File: src/rtl/hazard_ctrl.sv
// Load-use stall, branch flush and EX-operand forwarding control for a 5-stage LEGv8 pipeline.
// Stall/bubble/flush are combinational from ID inputs plus scoreboard; forwarding selects come straight from registered state.
module hazard_ctrl #(
    parameter int REG_W    = 5,
    parameter int ZERO_REG = 31,
    parameter int CNT_W    = 16
) (
    input  logic             clk,
    input  logic             reset,
    input  logic             id_valid,
    input  logic [REG_W-1:0] id_rn,
    input  logic [REG_W-1:0] id_rm,
    input  logic             id_uses_rn,
    input  logic             id_uses_rm,
    input  logic [REG_W-1:0] id_rd,
    input  logic             id_reg_write,
    input  logic             id_mem_read,
    input  logic             pc_src,
    output logic             pc_write,
    output logic             ifid_write,
    output logic             id_bubble,
    output logic             flush_if,
    output logic             flush_id,
    output logic             flush_ie,
    output logic [1:0]       fwd_a,
    output logic [1:0]       fwd_b,
    output logic [CNT_W-1:0] stall_cnt,
    output logic [CNT_W-1:0] flush_cnt
);

    localparam logic [REG_W-1:0] XZR = REG_W'(ZERO_REG);

    typedef enum logic {RUN, STALL} state_t;

    state_t state_q, state_d;

    logic             ex_vld_q, ex_rw_q, ex_mr_q, ex_urn_q, ex_urm_q;
    logic [REG_W-1:0] ex_rd_q, ex_rn_q, ex_rm_q;
    logic             mem_vld_q, mem_rw_q, mem_mr_q;
    logic [REG_W-1:0] mem_rd_q;
    logic             wb_vld_q, wb_rw_q;
    logic [REG_W-1:0] wb_rd_q;

    logic             flush_act, ex_load;
    logic [CNT_W-1:0] stall_cnt_q, flush_cnt_q;

    function automatic logic writes(input logic vld, input logic rw,
                                    input logic [REG_W-1:0] rd,
                                    input logic [REG_W-1:0] r);
        return vld && rw && (rd == r) && (r != XZR);
    endfunction

    // pc_src is ignored while in reset so every flush output reads 0 then
    assign flush_act = pc_src && reset;

    always_comb begin
        ex_load = 1'b0;
        if (reset && id_valid && ex_mr_q) begin
            ex_load = (id_uses_rn && writes(ex_vld_q, ex_rw_q, ex_rd_q, id_rn)) ||
                      (id_uses_rm && writes(ex_vld_q, ex_rw_q, ex_rd_q, id_rm));
        end
    end

    always_comb begin
        state_d    = state_q;
        pc_write   = 1'b1;
        ifid_write = 1'b1;
        id_bubble  = 1'b0;
        flush_if   = 1'b0;
        flush_id   = 1'b0;
        flush_ie   = 1'b0;
        if (flush_act) begin
            flush_if = 1'b1;
            flush_id = 1'b1;
            flush_ie = 1'b1;
            state_d  = RUN;
        end else begin
            case (state_q)
                RUN: begin
                    if (ex_load) begin
                        pc_write   = 1'b0;
                        ifid_write = 1'b0;
                        id_bubble  = 1'b1;
                        state_d    = STALL;
                    end
                end
                STALL: begin
                    // the load has moved to MEM; only a second dependent load re-stalls
                    state_d = RUN;
                    if (ex_load) begin
                        pc_write   = 1'b0;
                        ifid_write = 1'b0;
                        id_bubble  = 1'b1;
                        state_d    = STALL;
                    end
                end
                default: state_d = RUN;
            endcase
        end
    end

    always_ff @(posedge clk or negedge reset) begin
        if (!reset) begin
            state_q   <= RUN;
            ex_vld_q  <= 1'b0;
            ex_rw_q   <= 1'b0;
            ex_mr_q   <= 1'b0;
            ex_urn_q  <= 1'b0;
            ex_urm_q  <= 1'b0;
            ex_rd_q   <= '0;
            ex_rn_q   <= '0;
            ex_rm_q   <= '0;
            mem_vld_q <= 1'b0;
            mem_rw_q  <= 1'b0;
            mem_mr_q  <= 1'b0;
            mem_rd_q  <= '0;
            wb_vld_q  <= 1'b0;
            wb_rw_q   <= 1'b0;
            wb_rd_q   <= '0;
        end else begin
            state_q  <= state_d;
            wb_vld_q <= mem_vld_q;
            wb_rw_q  <= mem_rw_q;
            wb_rd_q  <= mem_rd_q;
            if (flush_act) begin
                mem_vld_q <= 1'b0;
                mem_rw_q  <= 1'b0;
                mem_mr_q  <= 1'b0;
                mem_rd_q  <= '0;
            end else begin
                mem_vld_q <= ex_vld_q;
                mem_rw_q  <= ex_rw_q;
                mem_mr_q  <= ex_mr_q;
                mem_rd_q  <= ex_rd_q;
            end
            if (flush_act || id_bubble || !id_valid) begin
                ex_vld_q <= 1'b0;
                ex_rw_q  <= 1'b0;
                ex_mr_q  <= 1'b0;
                ex_urn_q <= 1'b0;
                ex_urm_q <= 1'b0;
                ex_rd_q  <= '0;
                ex_rn_q  <= '0;
                ex_rm_q  <= '0;
            end else begin
                ex_vld_q <= 1'b1;
                ex_rw_q  <= id_reg_write;
                ex_mr_q  <= id_mem_read;
                ex_urn_q <= id_uses_rn;
                ex_urm_q <= id_uses_rm;
                ex_rd_q  <= id_rd;
                ex_rn_q  <= id_rn;
                ex_rm_q  <= id_rm;
            end
        end
    end

    // a load sitting in MEM has no data on EX/MEM yet, so it only ever forwards from WB
    always_comb begin
        fwd_a = 2'b00;
        fwd_b = 2'b00;
        if (ex_urn_q) begin
            if (writes(mem_vld_q, mem_rw_q, mem_rd_q, ex_rn_q) && !mem_mr_q) begin
                fwd_a = 2'b10;
            end else if (writes(wb_vld_q, wb_rw_q, wb_rd_q, ex_rn_q)) begin
                fwd_a = 2'b01;
            end
        end
        if (ex_urm_q) begin
            if (writes(mem_vld_q, mem_rw_q, mem_rd_q, ex_rm_q) && !mem_mr_q) begin
                fwd_b = 2'b10;
            end else if (writes(wb_vld_q, wb_rw_q, wb_rd_q, ex_rm_q)) begin
                fwd_b = 2'b01;
            end
        end
    end

    always_ff @(posedge clk or negedge reset) begin
        if (!reset) begin
            stall_cnt_q <= '0;
            flush_cnt_q <= '0;
        end else begin
            if (id_bubble && (stall_cnt_q != '1)) begin
                stall_cnt_q <= stall_cnt_q + 1'b1;
            end
            if (flush_act && (flush_cnt_q != '1)) begin
                flush_cnt_q <= flush_cnt_q + 1'b1;
            end
        end
    end

    assign stall_cnt = stall_cnt_q;
    assign flush_cnt = flush_cnt_q;

endmodule

File: config.mk
export PLATFORM = sky130hd
export DESIGN_NAME = hazard_ctrl
export DESIGN_NICKNAME = d
export VERILOG_FILES = /design/src/rtl/hazard_ctrl.sv
export SDC_FILE = /design/constraint.sdc
export NUM_CORES = 1
export LEC_CHECK = 0
export ABC_AREA = 1
export CORE_MARGIN = 2
export CORE_UTILIZATION = 53
export CTS_CLUSTER_SIZE = 30
export DETAILED_ROUTE_END_ITERATION = 10
export PLACE_DENSITY = 0.81
export SYNTH_ARGS = -nofsm -noshare
export SYNTH_HDL_FRONTEND = slang
export SYNTH_SLANG_ARGS = --single-unit
File: constraint.sdc
create_clock -name clk -period 4.3 [get_ports clk]
set_clock_uncertainty 0.05 [all_clocks]
set_input_delay 0.86 -clock clk [delete_from_list [all_inputs] [get_ports clk]]
set_output_delay 0.86 -clock clk [all_outputs]
set_load 0.05 [all_outputs]
# After elaboration in Yosys (flattened, before gate mapping)
# Index checks and enable logic that the tools add are counted.
[op_classes]
add_sub_neg = 2
multipliers = 0
n_div = 0
magnitude_cmp = 0
n_eq_ne = 12
shifts = 0
muxes = 24
bitwise_logic = 0
n_reduce_logical = 29
[ops]
columns = ["cell", "n"]
rows = [
  ["$add A16 B1 Y16 const B", 2],
  ["$ne A16 B16 Y1 const B", 2],
  ["$eq A5 B5 Y1", 6],
  ["$logic_and A1 B1 Y1", 24],
  ["$mux W5", 4],
  ["$ne A5 B5 Y1 const B", 4],
  ["$mux W1", 16],
  ["$mux W2", 4],
  ["$logic_or A1 B1 Y1", 3],
  ["$logic_not A1 Y1", 2],
]
[word_totals]
regBits = 67
latchBits = 0
mem_bits_rw = 0
mem_bits_ro = 0
in_bits = 23
word_cells = 84
mem_count = 0

# Logic depth before layout (Yosys ltp)
# Gate-level depths: netlist (run 1).
[depth]
word_depth = 11
mapped_depth = 11
depth_no_buf = 10

# Worst setup path after synthesis (run 1)
# Ideal clock, no wire load.
[synth_timing]
path_kind = "input-to-output"
startpoint = "input port id_uses_rm"
endpoint = "output port pc_write"
arrival_ns = 2.925
t_required_ns = 3.390
slack_ns = 0.465
path_stages = 10
cell_sequence = "inv_1 nor2_1 nand3_1 nor2_1 nand3_1 nand2_1 nand2_1 nor2_1 inv_1 buf_4"
[synth_via]
elab_chain_len = 5
[synth_lines]
columns = ["element", "line_no", "text"]
rows = [
  ["start: declaration", "14", "input logic id_uses_rm,"],
  ["$logic_and A1 B1 Y1", "60", "(id_uses_rm && writes(ex_vld_q, ex_rw_q, ex_rd_q, id_rm));"],
  ["$logic_or A1 B1 Y1", "59", "ex_load = (id_uses_rn && writes(ex_vld_q, ex_rw_q, ex_rd_q, id_rn)) ||"],
  ["$mux W1", "58", "if (reset && id_valid && ex_mr_q) begin"],
  ["$mux W1 (2 in series)", "n/a", ""],
  ["end: declaration", "19", "output logic pc_write,"],
]
# No other way between the ends.

# Worst setup path after layout (run 1)
[layout_timing]
startpoint = "input port id_rm[0]"
endpoint = "output port pc_write"
[layout_via]
elab_chain_len = 8
word_cells_on_any_way = 9
classes_between = "eq/ne: 2; mux: 3; reduce/logical: 4"
[layout_lines]
columns = ["element", "line_no", "text"]
rows = [
  ["start: declaration", "12", "input logic [REG_W-1:0] id_rm,"],
  ["$eq A5 B5 Y1", "50", "return vld && rw && (rd == r) && (r != XZR);"],
  ["$logic_and A1 B1 Y1", "50", ""],
  ["$logic_and A1 B1 Y1 *", "50", ""],
  ["$logic_and A1 B1 Y1 *", "60", ""],
  ["$logic_or A1 B1 Y1 *", "59", ""],
  ["$mux W1 *", "58", ""],
  ["$mux W1 *", "80, 90", ""],
  ["$mux W1 *", "72", "if (flush_act) begin"],
]
# Mark *: on every way between the ends. The rest lies on a longest branch, timed or not.

==> metrics.md, run 1 <==
| Metric | Value |
|---|---|
| Crit share post-route | 93.68% |
| P_int | 0.001065 W |
| Placed Area | 4135 um^2 |
| Syn Area/Cell | 8.260 um^2 |
| GRT Total Usage | 23.68% |
| FF-to-FF setup slack | 2.21 ns |
| Seq pwr share | 46.4% |
| Mapped Cells | 419 |
| P_leak | 2.123 nW |
| Die Area | 7192 um^2 |
| CP Data Arrival Time | 3.12 ns |
| Final min period | 4.028 ns |
| Sw Share | 31.33% |
| Cells resized by post-CTS repair | 0 |
| Seq cells post-synth | 67 |
| Clk root buf | clkbuf_8 |
| Syn-to-layout area delta | 25.34% |
| Number of slew-limit violations in the final report | 0 |
| Ant diodes | 0 |
| Placed cell count | 551 |
| Post-synth net total | 444 |
| Yosys Warn Count | 0 |
| Number of global-route vias before repair | 2899 |
| Post-synthesis cell type count | 31 |
| DRC | 0 |
| Area of the mapped netlist | 3461 um^2 |
| Initial DRC Count | 193 |
| CTS tree | built |
| Postcts setup bufs | 0 |
| Gp weighted congestion | 1.037 |
| Final std cell area, no fill | 4338 um^2 |
| Fin cells | 567 |
| Vias per inst | 5.284 |
| Die Y | 84.81 um |
| Outcome | completed |
| Worst setup EP type | primary output |
| TNS Setup | 0 ns |
| Fmax | 248.3 MHz |
| Clock Pin Slew Worst Setup and Hold Paths | 0.07 ns |
| Cell row count | 29 |
| Final HPWL DP | 5705 um |
| PwrDens | 357.5 nW/um^2 |
| Vias post-DR | 2996 |
| Total grt overflow | 0 |
| VDD IR-drop max | 0.4067 mV |
| Later-pin clock latency in the skew report | 0.35 ns |
| Largest net degree at the start of global routing | 52 |
| Share of cells above drive strength 1 | 6.531% |
| Sequential area share after synthesis | 48.45% |
| Final setup fails | 0 |
| Final #Nets | 510 |
| Starting density of the core | 54.50% |
| Hold path depth | 0 |
| Psw | 0.0004858 W |
| # fillers | 516 |
| Final hold slack | 0.3210 ns |
| Hold WC Path Type | flop to flop |
| Drt wl/cell | 13.93 um |
| Hold Buf Count CTS | 0 |
| Logic pwr share | 19.5% |
| RR Startpoint | ex_rd_q[0] |
| Hold_sp | mem_vld_q |
| Critical Path RT | 3.39 ns |
| Clock power share | 34.2% |
| Die Wd | 84.81 um |
| Relative slew margins | 47.33% |
| IO Count | 65 |
| Worst hold path endpoint | wb_vld_q |
| Total Power | 0.001551 W |
| Worst-Margin Slew | 0.7879 ns |
| Clock sink count | 67 |
| Drt total wl | 7898 um |
| Num CTS Buffers | 9 |
| Count of antenna-violating nets left after detailed routing | 0 |
| Max Buffers Root-to-Sink | 2 |
| Final Hold Vio Count | 0 |
| Initial antenna violation count | 0 |
| First-pass DRT Iterations | 4 |
| RSZ-0062 raised after global routing | no |
| H-tree depth | 3 |
| Max Cap Viol | 0 |
| Crit path max fanout | 3 |
| Buffers on Ports | 64 |
| Core box area | 6350 um^2 |
| R2R cell count | 8 |
| Reg-to-Reg End | ex_rm_q[1] |
| First-pass GRT wire length | 13210 um |
| CP Launch Type | input port |
| Critical path class | input port to primary output |
[cell usage in the layout (no fill, tap or decap), drive strengths merged]
cell type and n:
xnor2 15, buf 3, clkdlybuf4s50 62, a221oi 1, or2 2, a21oi 2, nor2 74, nand3 21
clkinv 4, nand4 26, nand3b 1, inv 55, nor3 15, mux2 1, xor2 27, o22ai 1
a211oi 1, dfrtp 67, clkbuf 10, and3 2, clkinvlp 1, nor4 2, ha 2, o21ai 2
bufinv 1, nand2 92
[power groups by stage]
stage	clock (W)	combinational, W	sequential (W)
2_1_floorplan	0	0.0000988	0.000813
3_3_place_gp	0	0.000293	0.000730
3_5_place_dp	0	0.000300	0.000731
4_1_cts	0.000537	0.000303	0.000719
5_1_grt	0.000566	0.000325	0.000725
6_report	0.000530	0.000302	0.000719
[worst max-delay path by stage]
stage | start | end | slack [ns] | cells past startpoint
final | id_rm[0] | pc_write | 0.27 | 10
after CTS | id_rm[0] | pc_write | 0.28 | 10
after global placement | id_rm[0] | ifid_write | 0.37 | 10
after detailed placement | id_rm[0] | pc_write | 0.32 | 10
after floorplan | id_uses_rm | pc_write | 0.46 | 10
after global routing | id_rm[0] | pc_write | 0.15 | 10
[area by class of cell]
type	count	area, um^2	share of cell area [%]
Inverter	55	206.4	4.759
Multi-Input combinational cell	287	1515	34.93
Timing Repair Buffer	65	640.6	14.77
Sequential cell	67	1677	38.65
Clock buffer	10	137.6	3.173
Tap cell	77	96.34	2.221
Clock inverter	6	65.06	1.500
[worst max-delay path, cell delays in order]
cell and delay (ns):
clkdlybuf4s50_1 0.51, xnor2_1 0.29, nand2_1 0.08, nor2_1 0.10
nand3_1 0.11, nand2_1 0.16, nand2_1 0.09, nor2_1 0.13
inv_1 0.09, clkdlybuf4s50_1 0.70
[logic make-up after synthesis]
| kind of cell | after synthesis | synth area share [%] |
|---|---|---|
| muxes | 1 | 0.3254 |
| AOI/OAI and AO/OA | 7 | 1.338 |
| adders and majority gates | 2 | 0.7230 |
| DFF | 67 | 48.45 |
| and+or+nand+nor | 235 | 30.77 |
| buffers and inverters | 65 | 7.773 |
| xor gates and xnor gates | 42 | 10.63 |
[cell usage after synthesis, drive strengths merged]
library cell	count	area [um^2]
a211oi	1	7.510
a21oi	2	13.76
a221oi	1	8.760
and3	2	12.51
buf	10	62.55
dfrtp	67	1677
ha	2	25.02
inv	55	206.5
mux2	1	11.26
nand2	92	347.8
nand3	21	110.1
nand3b	1	7.510
nand4	26	192.7
nor2	74	277.8
nor3	15	91.34
nor4	2	12.51
o21ai	2	10.01
o22ai	1	6.260
or2	2	12.51
xnor2	15	131.4
xor2	27	236.5
[registers in the layout, indices dropped and copies added, names as in the netlist]
register and flops:
wb_vld_q 1, flush_cnt 16, ex_rw_q 1, wb_rw_q 1, mem_mr_q 1, ex_urn_q 1
ex_vld_q 1, ex_rn_q 5, mem_rw_q 1, ex_mr_q 1, wb_rd_q 5, mem_vld_q 1
stall_cnt 16, ex_rm_q 5, mem_rd_q 5, ex_urm_q 1, ex_rd_q 5
[layer usage]
| layer | part of all wire [%] | track usage (%) | vias to the layer above |
|---|---|---|---|
| met5 | 0 | 0 | - |
| met4 | 3.6 | 13.71 | 0 |
| met3 | 4.6 | 4.031 | 21 |
| met2 | 51 | 39.66 | 77 |
| met1 | 41 | 28.85 | 1442 |
| li1 | - | - | 1456 |
[metrics by stage]
step | setup slack, ns | util, %
finish | 0.2719 | 68.32
global route | 0.1460 | 68.32
CTS | 0.2752 | 68.32
detailed placement | 0.3177 | 65.12
global placement | 0.3733 | 65.12
floorplan | 0.4649 | -
(Power assumes the default switching activity.)
==> inputs of run 2 (changes only) <==
ABC_AREA = default   (was 1)
PLACE_DENSITY = 0.83   (was 0.81)
SKIP_LAST_GASP = 1   (was default)
==> metrics.md, run 2 <==
| Metric | Value |
|---|---|
| Mux share of post-synthesis cell area | 0.7429% (+0.42 points) |
| Fin cells | 417 (-26%) |
| Share of cells above drive strength 1 | 7.536% (+1.0 points) |
| Reg-to-Reg End | stall_cnt[5] |
| Clock sink count | 67 (unchanged) |
| Destination of the critical timing path | ifid_write |
| Outcome | completed |
| First-pass GRT wire length | 10570 um (-20%) |
| Ant diodes | 0 (unchanged) |
| WP buf/inv | 2 (-1) |
| Post-synthesis simple-gate area fraction | 22.08% (-8.7 points) |
| Gp weighted congestion | 0.8118 (-22%) |
| Final #Nets | 365 (-28%) |
| CP max stage cell | clkdlybuf4s50_1 |
| Critical path cell sequence | clkdlybuf4s50_1 -> xnor2_1 -> nand3_1 -> or4_4 -> nand2_1 -> nand2b_1 -> clkdlybuf4s50_1 |
| WP depth | 7 (-3) |
| Syn Area/Cell | 11.27 um^2 (+36%) |
| Psw | 0.0004756 W (-2.1%) |
| IO Count | 65 (unchanged) |
| Seq pwr share | 47.1% (+0.7 points) |
| Initial antenna violation count | 0 (unchanged) |
| CTS tree | built |
| Max incr delay on CP | 0.72 ns (+0.02 ns) |
| Post-synth net total | 294 (-34%) |
| Largest net degree at the start of global routing | 45 (-13%) |
| VDD IR-drop max | 0.3621 mV (-11%) |
| Critical path class | input port to primary output |
| Postcts setup bufs | 0 (unchanged) |
| Crit path max-delay family | buffers and inverters |
| Final core utilization | 71.30% (+3.0 points) |
| Synth Area in XOR/XNOR | 16.47% (+5.8 points) |
| Core box area | 5507 um^2 (-13%) |
| Syn-to-layout area delta | 29.51% |
| Num CTS Buffers | 9 (unchanged) |
| Final setup fails | 0 (unchanged) |
| Ys flop type | dfrtp_1 |
| Starting density of the core | 55.06% (+0.55 points) |
| Critical Path RT | 3.39 ns (about the same) |
| TNS Setup | 0 ns (unchanged) |
| Count of antenna-violating nets left after detailed routing | 0 (unchanged) |
| Hold WC Path Type | flop to flop |
| Die Y | 79.63 um (-6.1%) |
| Async S/R FF share, synth | 100.0% (unchanged) |
| Post-synthesis cell type count | 29 (-6.5%) |
| Cell taking the most area after synthesis | dfrtp_1 |
| GRT Total Usage | 21.86% (-1.8 points) |
| H-tree depth | 3 (unchanged) |
| Largest family of logic cells by synthesized area | simple AND/OR/NAND/NOR gates |
| P_int | 0.001082 W (+1.6%) |
| Final std cell area, no fill | 3926 um^2 (-9.5%) |
| Most common cell after layout, fill and taps aside | dfrtp_1 |
| Number of global-route vias before repair | 2201 (-24%) |
| Fmax | 249.1 MHz (+0.32%) |
| Max Cap Viol | 0 (unchanged) |
| Vias per inst | 5.187 (-1.8%) |
| Buffers on Ports | 64 (unchanged) |
| First-pass DRT Iterations | 4 (unchanged) |
| RR Startpoint | ex_rd_q[2] |
| Yosys top cell area share | 55.30% (+6.9 points) |
| Most frequent cells in the layout | 67 x dfrtp_1, 62 x clkdlybuf4s50_1, 46 x xnor2_1 |
| Area of the mapped netlist | 3032 um^2 (-12%) |
| Total grt overflow | 0 (unchanged) |
| Number of synthesized flops with an enable pin | 0 (unchanged) |
| Crit path max fanout | 3 (unchanged) |
| RSZ-0062 raised after global routing | no |
| Placed cell count | 401 (-27%) |
| Area contributors post-synth | dfrtp_1 55%, xnor2_1 13%, and2_1 6.6%, nand4_1 3.7%, xor2_1 3.2% |
| Final Hold Vio Count | 0 (unchanged) |
| Logic pwr share | 20.2% (+0.7 points) |
| Adder-cell share of the synthesized area | 0.8254% (+0.10 points) |
| Clock Pin Slew Worst Setup and Hold Paths | 0.07 ns (about the same) |
| Drt total wl | 6191 um (-22%) |
| Synth Area in Compound Gates | 2.476% (+1.1 points) |
| Sequential area share after synthesis | 55.30% (+6.9 points) |
| Cells resized by post-CTS repair | 0 (unchanged) |
| Drt wl/cell | 14.85 um (+6.6%) |
| DRC | 0 (unchanged) |
| Most used cell, CP | clkdlybuf4s50_1 |
| Cell row count | 27 (-6.9%) |
| Final min period | 4.015 ns (-0.01303 ns) |
| CP Launch Type | input port |
| Crit share post-route | 93.37% (-0.30 points) |
| Post-synth top cells | 67 x dfrtp_1, 46 x xnor2_1, 32 x and2_1 |
| Hold Buf Count CTS | 0 (unchanged) |
| Final HPWL DP | 4599 um (-19%) |
| Number of slew-limit violations in the final report | 0 (unchanged) |
| Total Power | 0.001558 W (+0.46%) |
| Die Area | 6341 um^2 (-12%) |
| Later-pin clock latency in the skew report | 0.34 ns (about the same) |
| Die Wd | 79.63 um (-6.1%) |
| Mapped Cells | 269 (-36%) |
| Most common cell in the netlist | dfrtp_1 |
| R2R cell count | 6 (-2) |
| Initial DRC Count | 155 (-20%) |
| Vias post-DR | 2163 (-28%) |
| Critical path origin | id_rn[2] |
| Worst-Margin Slew | 0.5277 ns (-0.2601 ns) |
| Relative slew margins | 64.82% (+17 points) |
| CP Data Arrival Time | 3.11 ns (about the same) |
| P_leak | 1.716 nW (-19%) |
| Sw Share | 30.53% (-0.80 points) |
| FF-to-FF setup slack | 2.00 ns (-0.21 ns) |
| Placed Area | 3732 um^2 (-9.7%) |
| Seq cells post-synth | 67 (unchanged) |
| Clock power share | 32.7% (-1.5 points) |
| Worst setup EP type | primary output |
| Max Buffers Root-to-Sink | 2 (unchanged) |
| Clk root buf | clkbuf_8 |
| Yosys Warn Count | 0 (unchanged) |
| PwrDens | 396.7 nW/um^2 (+11%) |
run 2: cell types whose count changed in the layout (fill, tap and decap cells not counted), sizes merged, moves of 4 or more:
cell	delta
xor2	-16
nand4	-8
and2	+32
and4	+4
inv	-50
a31oi	+4
nand2	-73
and3	+7
xnor2	+31
nand3	-4
nor2	-65
nor3	-14
run 2: layer usage:
| metal | GRT usage, % | share of wire (%) |
|---|---|---|
| met3 | 6.448 | 4.4 |
| met4 | 5.172 | 0.78 |
| met1 | 29.18 | 46 |
| met5 | 0 | 0 |
| met2 | 35.38 | 49 |
run 2: logic make-up after synthesis:
family                   after synthesis
AO/OA/AOI/OAI                         10
XOR/XNOR                              57
adder cells (fa/ha/maj)                2
buffers and inverters                 12
flip-flops                            67
multiplexers                           2
AND/OR/NAND/NOR                      119
run 2: final cells by class:
| cell class | count | area (um^2) |
|---|---|---|
| Sequential cell | 67 | 1677 |
| Timing Repair Buffer | 67 | 655.6 |
| Multi-Input combinational cell | 190 | 1291 |
| Fill cell | 403 | 1580 |
| Inverter | 5 | 18.77 |
| Clock buffer | 11 | 141.4 |
| Tap cell | 72 | 90.09 |
| Clock inverter | 5 | 52.55 |
run 2: power groups by stage:
stage | Combinational, W | Sequential (W) | Clock [W]
floorplan | 0.0000952 | 0.000836 | 0
global placement | 0.000310 | 0.000743 | 0
detailed placement | 0.000316 | 0.000744 | 0
CTS | 0.000318 | 0.000734 | 0.000513
global route | 0.000336 | 0.000741 | 0.000553
finish | 0.000315 | 0.000734 | 0.000509
run 2: metrics by stage:
stage          setup WS (ns)  hold WS (ns)
2_1_floorplan         0.9319        0.3035
3_3_place_gp          0.3327        0.3093
3_5_place_dp          0.2724        0.3147
4_1_cts               0.2691        0.3306
5_1_grt               0.2222        0.3508
6_report              0.2849        0.3258
run 2: worst min path at each step:
stage	startpoint	end	slack, ns	cells after the start
finish	mem_vld_q	wb_vld_q	0.33	0
detailed placement	mem_vld_q	wb_vld_q	0.31	0
global route	mem_vld_q	wb_vld_q	0.35	0
CTS	mem_vld_q	wb_vld_q	0.33	0
global placement	mem_vld_q	wb_vld_q	0.31	0
floorplan	mem_rw_q	wb_rw_q	0.30	0
run 2: worst reg2reg max path: stages, from the launching register on:
cell,delay [ns]
dfrtp_1,0.43
xnor2_1,0.19
nand3_1,0.13
or4_4,0.54
a21oi_2,0.45
nand4_1,0.21
xnor2_1,0.22
